$ cat src/rtl/xor_rmw_writer.sv
// xor_rmw_writer: pipelined read-modify-write XOR accumulator over a URAM table
// with write forwarding for the 2-cycle read latency and a drain-then-clear FSM.
module xor_rmw_writer #(
   parameter int NUM_MUL     = 4,
   parameter int INDEX_WIDTH = 12,
   parameter int DATA_WIDTH  = 64
) (
   input  logic                          clk,
   input  logic                          reset,
   input  logic                          in_valid,
   output logic                          in_ready,
   input  logic [INDEX_WIDTH-1:0]        in_index,
   input  logic [NUM_MUL*DATA_WIDTH-1:0] in_xor,
   input  logic                          clear_start,
   output logic                          uram_rd_en,
   output logic [INDEX_WIDTH-1:0]        uram_rd_addr,
   input  logic [NUM_MUL*DATA_WIDTH-1:0] uram_rd_data,
   output logic                          uram_wr_en,
   output logic [INDEX_WIDTH-1:0]        uram_wr_addr,
   output logic [NUM_MUL*DATA_WIDTH-1:0] uram_wr_data,
   output logic [INDEX_WIDTH-1:0]        write_reg_0_index,
   output logic                          write_reg_0_valid,
   output logic [INDEX_WIDTH-1:0]        write_reg_1_index,
   output logic                          write_reg_1_valid,
   output logic                          clear_done,
   output logic                          busy,
   output logic [31:0]                   update_count
);
   localparam int W = NUM_MUL*DATA_WIDTH;

   typedef enum logic [1:0] {IDLE, DRAIN, CLEAR} state_t;

   state_t                 state_q, state_d;
   logic [INDEX_WIDTH-1:0] clr_q, clr_d;
   logic [31:0]            cnt_q, cnt_d;
   logic                   v1_q, v2_q, v3_q, hv1_q, hv2_q;
   logic [INDEX_WIDTH-1:0] i1_q, i2_q, i3_q, hi1_q, hi2_q;
   logic [W-1:0]           x1_q, x2_q, d3_q, d3_d, hd1_q, hd2_q, fwd;
   logic                   accept, clearing, any_v;

   assign accept   = in_valid && in_ready;
   assign clearing = state_q == CLEAR;
   assign any_v    = v1_q | v2_q | v3_q | hv1_q | hv2_q;

   // The three writes ahead of T2 are not yet visible in uram_rd_data; youngest wins.
   assign fwd  = (v3_q  && i3_q  == i2_q) ? d3_q  :
                 (hv1_q && hi1_q == i2_q) ? hd1_q :
                 (hv2_q && hi2_q == i2_q) ? hd2_q : uram_rd_data;
   assign d3_d = fwd ^ x2_q;
   assign cnt_d = v3_q ? cnt_q + 32'd1 : cnt_q;
   assign clr_d = clearing ? clr_q + 1'b1 : '0;

   always_comb begin
      state_d    = state_q;
      in_ready   = 1'b0;
      clear_done = 1'b0;
      case (state_q)
         IDLE: begin
            in_ready = 1'b1;
            if (clear_start) state_d = DRAIN;
         end
         DRAIN: if (!any_v) state_d = CLEAR;
         CLEAR: if (&clr_q) begin
            clear_done = 1'b1;
            state_d    = IDLE;
         end
         default: state_d = IDLE;
      endcase
   end

   always_ff @(posedge clk or negedge reset) begin
      if (!reset) begin
         state_q <= IDLE;
         clr_q   <= '0;
         cnt_q   <= '0;
         v1_q    <= 1'b0;
         v2_q    <= 1'b0;
         v3_q    <= 1'b0;
         hv1_q   <= 1'b0;
         hv2_q   <= 1'b0;
         i1_q    <= '0;
         i2_q    <= '0;
         i3_q    <= '0;
         hi1_q   <= '0;
         hi2_q   <= '0;
         x1_q    <= '0;
         x2_q    <= '0;
         d3_q    <= '0;
         hd1_q   <= '0;
         hd2_q   <= '0;
      end else begin
         state_q <= state_d;
         clr_q   <= clr_d;
         cnt_q   <= cnt_d;
         v1_q    <= accept;
         i1_q    <= in_index;
         x1_q    <= in_xor;
         v2_q    <= v1_q;
         i2_q    <= i1_q;
         x2_q    <= x1_q;
         v3_q    <= v2_q;
         i3_q    <= i2_q;
         d3_q    <= d3_d;
         hv1_q   <= v3_q;
         hi1_q   <= i3_q;
         hd1_q   <= d3_q;
         hv2_q   <= hv1_q;
         hi2_q   <= hi1_q;
         hd2_q   <= hd1_q;
      end
   end

   assign uram_rd_en        = accept;
   assign uram_rd_addr      = in_index;
   assign uram_wr_en        = v3_q | clearing;
   assign uram_wr_addr      = clearing ? clr_q : i3_q;
   assign uram_wr_data      = clearing ? '0 : d3_q;
   assign write_reg_0_index = i3_q;
   assign write_reg_0_valid = v3_q;
   assign write_reg_1_index = hi1_q;
   assign write_reg_1_valid = hv1_q;
   assign busy              = (state_q != IDLE) | any_v;
   assign update_count      = cnt_q;
endmodule
$ cat config.mk
export PLATFORM = sky130hd
export DESIGN_NAME = xor_rmw_writer
export DESIGN_NICKNAME = d
export VERILOG_FILES = /design/src/rtl/xor_rmw_writer.sv
export SDC_FILE = /design/constraint.sdc
export NUM_CORES = 2
export LEC_CHECK = 0
export ABC_AREA = 1
export CAP_MARGIN = 30
export CELL_PAD_IN_SITES_DETAIL_PLACEMENT = 0
export CELL_PAD_IN_SITES_GLOBAL_PLACEMENT = 1
export CORE_ASPECT_RATIO = 0.6
export CORE_UTILIZATION = 41
export DETAILED_ROUTE_END_ITERATION = 7
export PLACE_DENSITY = 0.76
export SLEW_MARGIN = 10
export SYNTH_ARGS = -nofsm -noshare
export SYNTH_HDL_FRONTEND = slang
export SYNTH_SLANG_ARGS = --single-unit
$ cat constraint.sdc
create_clock -name clk -period 2.1 [get_ports clk]
set_input_delay 0.21 -clock clk [delete_from_list [all_inputs] [get_ports clk]]
set_output_delay 0.21 -clock clk [all_outputs]
set_load 0.005 [all_outputs]
Yosys cells after proc, flatten, opt, wreduce, memory -nomap -nowiden
Index checks and enable logic that the tools add are counted.
{"block": "op_classes", "add_sub_neg": 2, "eq_ne": 8, "mux": 13, "bitwise_logic": 7, "n_reduce_logical": 8}
{"cell": "256-bit two-way mux", "count": 4}
{"cell": "256-bit bitwise XOR", "count": 1}
{"cell": "12-bit equality test", "count": 3}
{"cell": "32-bit by 1-bit adder with 32-bit output (second input constant)", "count": 1}
{"cell": "12-bit two-way mux", "count": 2}
{"cell": "12-bit by 1-bit adder with 12-bit output (second input constant)", "count": 1}
{"cell": "12-bit AND reduction", "count": 1}
{"cell": "2-bit two-way mux", "count": 3}
{"cell": "1-bit bitwise OR", "count": 6}
{"cell": "2-bit one-hot mux with 3 select lines", "count": 1}
{"cell": "1-bit logical AND", "count": 4}
{"cell": "2-bit != test (second input constant)", "count": 2}
{"cell": "1-bit two-way mux", "count": 3}
{"cell": "3-bit AND reduction", "count": 1}
{"cell": "2-bit by 1-bit equality test with 1-bit output (second input constant)", "count": 1}
{"cell": "2-bit equality test (second input constant)", "count": 1}
{"cell": "2-bit logical NOT", "count": 1}
{"cell": "2-bit by 1-bit != test with 1-bit output (second input constant)", "count": 1}
{"cell": "2-bit nonzero test", "count": 1}
{"block": "totals", "reg_bits": 1391, "inputBits": 528, "wordCells": 56}

Longest topological paths before layout
{"block": "depth", "ltp_word": 6, "mapped_depth": 15, "depth_no_buf": 13}

Worst setup path after synthesis
Ideal clock, no wire load.
{"block": "synth_path", "path_kind": "reg-to-reg", "from": "reg cnt_q[0], in the netlist update_count[0]", "to": "reg cnt_q[28], in the netlist update_count[28]", "setup_time_ps": 121, "arrival_ps": 1615, "setup_slack_ps": 364, "stages_incl_launch_ff": 9, "path_buffers": 0, "synth_period_minus_slack_ps": 1736, "path_cell_list": "dfrtp_1 -> ha_1 -> nand4_2 -> nor2_1 -> nand4_1 -> nor3_2 -> nand3_1 -> o21ai_1 -> nand2_1"}
{"block": "synth_between", "elab_chain_len": 1}
{"item": "start, declared", "line_no": "35", "source": "logic [31:0] cnt_q, cnt_d;"}
{"item": "start signal, assigned", "line_no": "94", "source": "cnt_q <= cnt_d;"}
{"item": "32-bit by 1-bit adder with 32-bit output", "line_no": "50", "source": "assign cnt_d = v3_q ? cnt_q + 32'd1 : cnt_q;"}
Every way passes these cells.
A chain may end at the register's enable or synchronous reset.

Worst setup path after layout
{"block": "layout_path", "from": "reg state_q[0]", "to": "out uram_wr_data[59]"}
{"block": "layout_between", "elab_chain_len": 2}
{"item": "start, declared", "line_no": "33", "source": "state_t state_q, state_d;"}
{"item": "start signal, assigned", "line_no": "92", "source": "state_q <= state_d;"}
{"item": "2-bit equality test", "line_no": "42", "source": "assign clearing = state_q == CLEAR;"}
{"item": "256-bit two-way mux", "line_no": "117", "source": "assign uram_wr_data = clearing ? '0 : d3_q;"}
{"item": "end, declared", "line_no": "20", "source": "output logic [NUM_MUL*DATA_WIDTH-1:0] uram_wr_data,"}
Every way passes these cells.

==> metrics.md <==
| Metric | Value |
|---|---|
| Setup crit start kind | register |
| Count of boundary I/O pins | between 800 and 900 |
| Fin Hold WS | approximately 0.076 ns |
| Avg WL per Cell | between 15 and 20 um |
| Synthesized area per cell | between 8 and 9 um^2 |
| Final Hold Viols | 0 |
| Library cell used as clock root buffer | sky130_fd_sc_hd__clkbuf_16 |
| Launch point of the critical path | state_q[0] |
| Total Nets Final | slightly above 8k |
| Layout Area Growth over Synthesis | 37.8% |
| Estimated wirelength of the detail-placed design | approximately 130 mm |
| Via density per instance | between 4 and 5 |
| Worst-path maximum fanout | 21 |
| Residual overflow from global routing | 0 |
| Post-route fraction of the period consumed by the critical path | 1.30 |
| Die X-Extent | ~480 um |
| Worst EP arrival | 2.51 ns |
| Minimum clock period after layout | around 2.7 ns |
| Residual DRC count | 42 |
| Number of levels the H-tree was split into | 4 |
| Hold_sp | in_xor[154] |
| Critical Path Slowest Stage Cell | sky130_fd_sc_hd__clkdlybuf4s50_1 |
| Number of placement rows | 104 |
| CTS tree | yes |
| Initial Utilization | 0.415 |
| PnR worst setup slack | -0.624 ns |
| Fillers | 11.8k |
| Worst-path cell chain | nor2_4 -> buf_12 -> buf_12 -> nor2_1 -> buf_4 -> clkdlybuf4s50_1 |
| Global-route usage over all layers | 0.274 |
| Critical path data required time | between 1.5 and 2 ns |
| Net count after synthesis | about 6.7k |
| Number of buffers on the longest clock path | 3 |
| Beginning of the worst register-to-register path | i2_q[7] |
| Via count | 46.6k |
| Wire length of the first global-routing pass | around 290 mm |
| Transition at the pin with the smallest max-transition slack | 0.928 ns |
| Class of the most critical hold timing path | in -> reg |
| Clock buffers created by TritonCTS | approximately 140 |
| Cell area after synthesis | around 56000 um^2 |
| Core area | 135000 um^2 |
| Worst clock skew | about 0.028 ns |
| Placement-stage worst setup slack | -0.216 ns |
| Maximum capacitance violations | 0 |
| Worst skew pair latency | 0.77 ns |
| Share of flip-flops with an asynchronous set or reset | 1.00 |
| Slew margin rel. | 0.381 |
| Initial antenna violation count | 23 |
| Footprint of the multi-input gates | ~15000 um^2 |
| Vias in the first global route | 46.2k |
| Part of the Yosys area used for sequential elements | 0.624 |
| Setup repair after global routing missed its margin | true |
| Top achievable clock speed | 367 MHz |
| VDD IR-drop max | approximately 590 uV |
| Leakage dissipation | between 0.04 and 0.05 uW |
| Maximum number of pins on one net before global-route repair | roughly 120 |
| Final non-filler cell total | 9452 |
| Result of the run | finished, violations left |
| Kind of critical path | reg -> out |
| Primary FF master, synth | sky130_fd_sc_hd__dfrtp_1 |
| 1st-pass router iterations | 8 |
| Setup-failing EPs final | 530 |
| Crit. End Element | output port |
| Die outline area | 138000 um^2 |
| Distinct cell type count of the synthesized netlist | 33 |
| DRC marker count from the first detailed-route iteration | approximately 3.8k |
| Residual antenna-violating net count after detailed routing | 0 |
| Gate count of the mapped netlist | about 6.2k |
| PD cells | ~780 nW/um^2 |
| Crit path top cell by count | sky130_fd_sc_hd__buf_12 |
| Violated checks | design-rule violations, negative setup slack |
| Placed Cells incl. Taps | around 8.9k |
| Overall die height | around 290 um |
| Number of synthesized register bits | about 1.4k |
| Share of final-layout standard cells stronger than drive strength 1 | 0.0953 |
| Sum of routed wire length over all layers | 189 mm |
| Total chip power | about 60000 uW |
| Setup Total Neg Slack | -164.36 ns |
| Routability congestion estimate from global placement | between 0.9 and 1 |
| Area taken by flip-flops and latches | approximately 35000 um^2 |
| EDFF count, synth | 0 |
| Max incr delay on CP | 0.46 ns |
| Post-CTS clock slew at the launch and capture registers of the worst setup and hold paths | roughly 0.060 ns |
| YS warnings | 0 |
| Port Buffers | 870 |
| Final Slew Violations | 0 |
| Clock sink count | around 1.4k |
cell usage after synthesis (4+ instances only):
| library cell | n | share of area |
|---|---|---|
| sky130_fd_sc_hd__nand4_1 | 267 | 0.030 |
| sky130_fd_sc_hd__inv_2 | 9 | 0.00061 |
| sky130_fd_sc_hd__nor2_1 | 315 | 0.021 |
| sky130_fd_sc_hd__nor3_1 | 17 | 0.0015 |
| sky130_fd_sc_hd__xnor2_1 | 13 | 0.0020 |
| sky130_fd_sc_hd__clkbuf_1 | 69 | 0.0046 |
| sky130_fd_sc_hd__nand2_1 | 1662 | 0.11 |
| sky130_fd_sc_hd__a21oi_1 | 7 | 0.00063 |
| sky130_fd_sc_hd__clkinv_1 | 146 | 0.0098 |
| sky130_fd_sc_hd__buf_4 | 41 | 0.0055 |
| sky130_fd_sc_hd__o21ai_1 | 4 | 0.00036 |
| sky130_fd_sc_hd__xor2_1 | 28 | 0.0044 |
| sky130_fd_sc_hd__buf_6 | 24 | 0.0048 |
| sky130_fd_sc_hd__nor2_4 | 4 | 0.00081 |
| sky130_fd_sc_hd__dfrtp_1 | 1391 | 0.62 |
| sky130_fd_sc_hd__buf_2 | 187 | 0.017 |
| sky130_fd_sc_hd__o21ai_0 | 18 | 0.0016 |
| sky130_fd_sc_hd__nand3_1 | 1035 | 0.093 |
| sky130_fd_sc_hd__inv_1 | 944 | 0.064 |
worst paths after layout:
| kind | endpoint | slack (ns) | depth (start not counted) |
|---|---|---|---|
| max | uram_wr_data[59] | -0.62 | 6 |
| min | x1_q[154] | 0.08 | 1 |
| max reg2reg | d3_q[240] | -0.35 | 15 |
| min reg2reg | x2_q[21] | 0.33 | 0 |
| max in group asynchronous | hd1_q[36] | 0.81 | 4 |
| min in group asynchronous | update_count[19] | 0.26 | 3 |
cell type report:
class | count | area share
sequential | 1391 | 0.453
timing repair buffer | 1504 | 0.204
multi-input combinational | 3388 | 0.199
inverter | 1099 | 0.0538
clock buffer | 201 | 0.0528
tap | 1802 | 0.0293
clock inverter | 48 | 0.00736
antenna | 19 | 0.000619
flip-flops by register name, indices dropped and copies added, names as in the netlist, 2 cells and up:
name / cells
update_count: 32
hd2_q: 256
i2_q: 12
i1_q: 12
write_reg_1_index: 12
hd1_q: 256
x1_q: 256
d3_q: 256
state_q: 2
write_reg_0_index: 12
x2_q: 256
hi2_q: 12
clr_q: 12
what timing repair did:
item                       4_1_cts  5_1_grt
gates resized for setup        176      173
hold endpoints to repair      1355        0
gates cloned                     4        0
hold buffers                   268        0
setup endpoints to repair      529      532
pin swaps                        1        4
setup buffers                    5       14
worst max-delay path: cells and delay by family (launching register included):
kind | cells | cell delay [ns]
flops | 1 | 0.40
buf+inv | 4 | 1.01
simple gates | 2 | 0.28
power breakdown:
| part | total (uW) | leakage [uW] | internal [uW] | switching [uW] |
|---|---|---|---|---|
| clock | 25400 | 0.00228 | 14400 | 11000 |
| combinational | 5040 | 0.0214 | 2400 | 2640 |
| sequential | 29600 | 0.0165 | 28600 | 976 |
cells in the final DEF (no fill, tap or decap), types with 13 or more instances in the layout:
master / n
sky130_fd_sc_hd__buf_12: 119
sky130_fd_sc_hd__buf_2: 22
sky130_fd_sc_hd__buf_4: 237
sky130_fd_sc_hd__clkbuf_1: 27
sky130_fd_sc_hd__clkbuf_16: 140
sky130_fd_sc_hd__clkbuf_2: 30
sky130_fd_sc_hd__clkbuf_8: 35
sky130_fd_sc_hd__clkdlybuf4s15_1: 17
sky130_fd_sc_hd__clkdlybuf4s50_1: 733
sky130_fd_sc_hd__clkinv_1: 145
sky130_fd_sc_hd__clkinv_2: 21
sky130_fd_sc_hd__dfrtp_1: 1390
sky130_fd_sc_hd__diode_2: 19
sky130_fd_sc_hd__dlygate4sd2_1: 23
sky130_fd_sc_hd__dlygate4sd3_1: 268
sky130_fd_sc_hd__dlymetal6s2s_1: 31
sky130_fd_sc_hd__inv_1: 943
sky130_fd_sc_hd__nand2_1: 1652
sky130_fd_sc_hd__nand3_1: 1035
sky130_fd_sc_hd__nand4_1: 267
sky130_fd_sc_hd__nor2_1: 280
sky130_fd_sc_hd__nor2_2: 20
sky130_fd_sc_hd__nor2_4: 19
sky130_fd_sc_hd__nor3_1: 15
sky130_fd_sc_hd__o21ai_0: 13
sky130_fd_sc_hd__xnor2_1: 13
sky130_fd_sc_hd__xor2_1: 28
per-stage QoR:
| stage | util | area (um^2) |
|---|---|---|
| final | 0.571 | 76900 |
| after global routing | 0.571 | 76800 |
| after CTS | 0.569 | 76600 |
| after detailed placement | 0.514 | 69100 |
| after global placement | 0.514 | 69100 |
| after floorplan | - | 55800 |
kinds of logic after synthesis:
group,count (synthesis),share of synthesized area
fa+ha+maj,2,0.000449
flops,1391,0.624
simple gates,3310,0.260
buf+inv,1423,0.106
compound gates,35,0.00336
xor+xnor,41,0.00644
metal layers:
layer | up-vias | GRT usage | routed length (um) | share of wire
met3 | 283 | 0.0379 | 9880 | 0.052
met1 | 23206 | 0.381 | 83200 | 0.44
li1 | 21831 | - | - | -
met2 | 1255 | 0.437 | 89300 | 0.47
met5 | - | 0 | 38 | 0.00020
met4 | 6 | 0.106 | 6520 | 0.035
No activity file was read; power rests on OpenSTA's default activity.
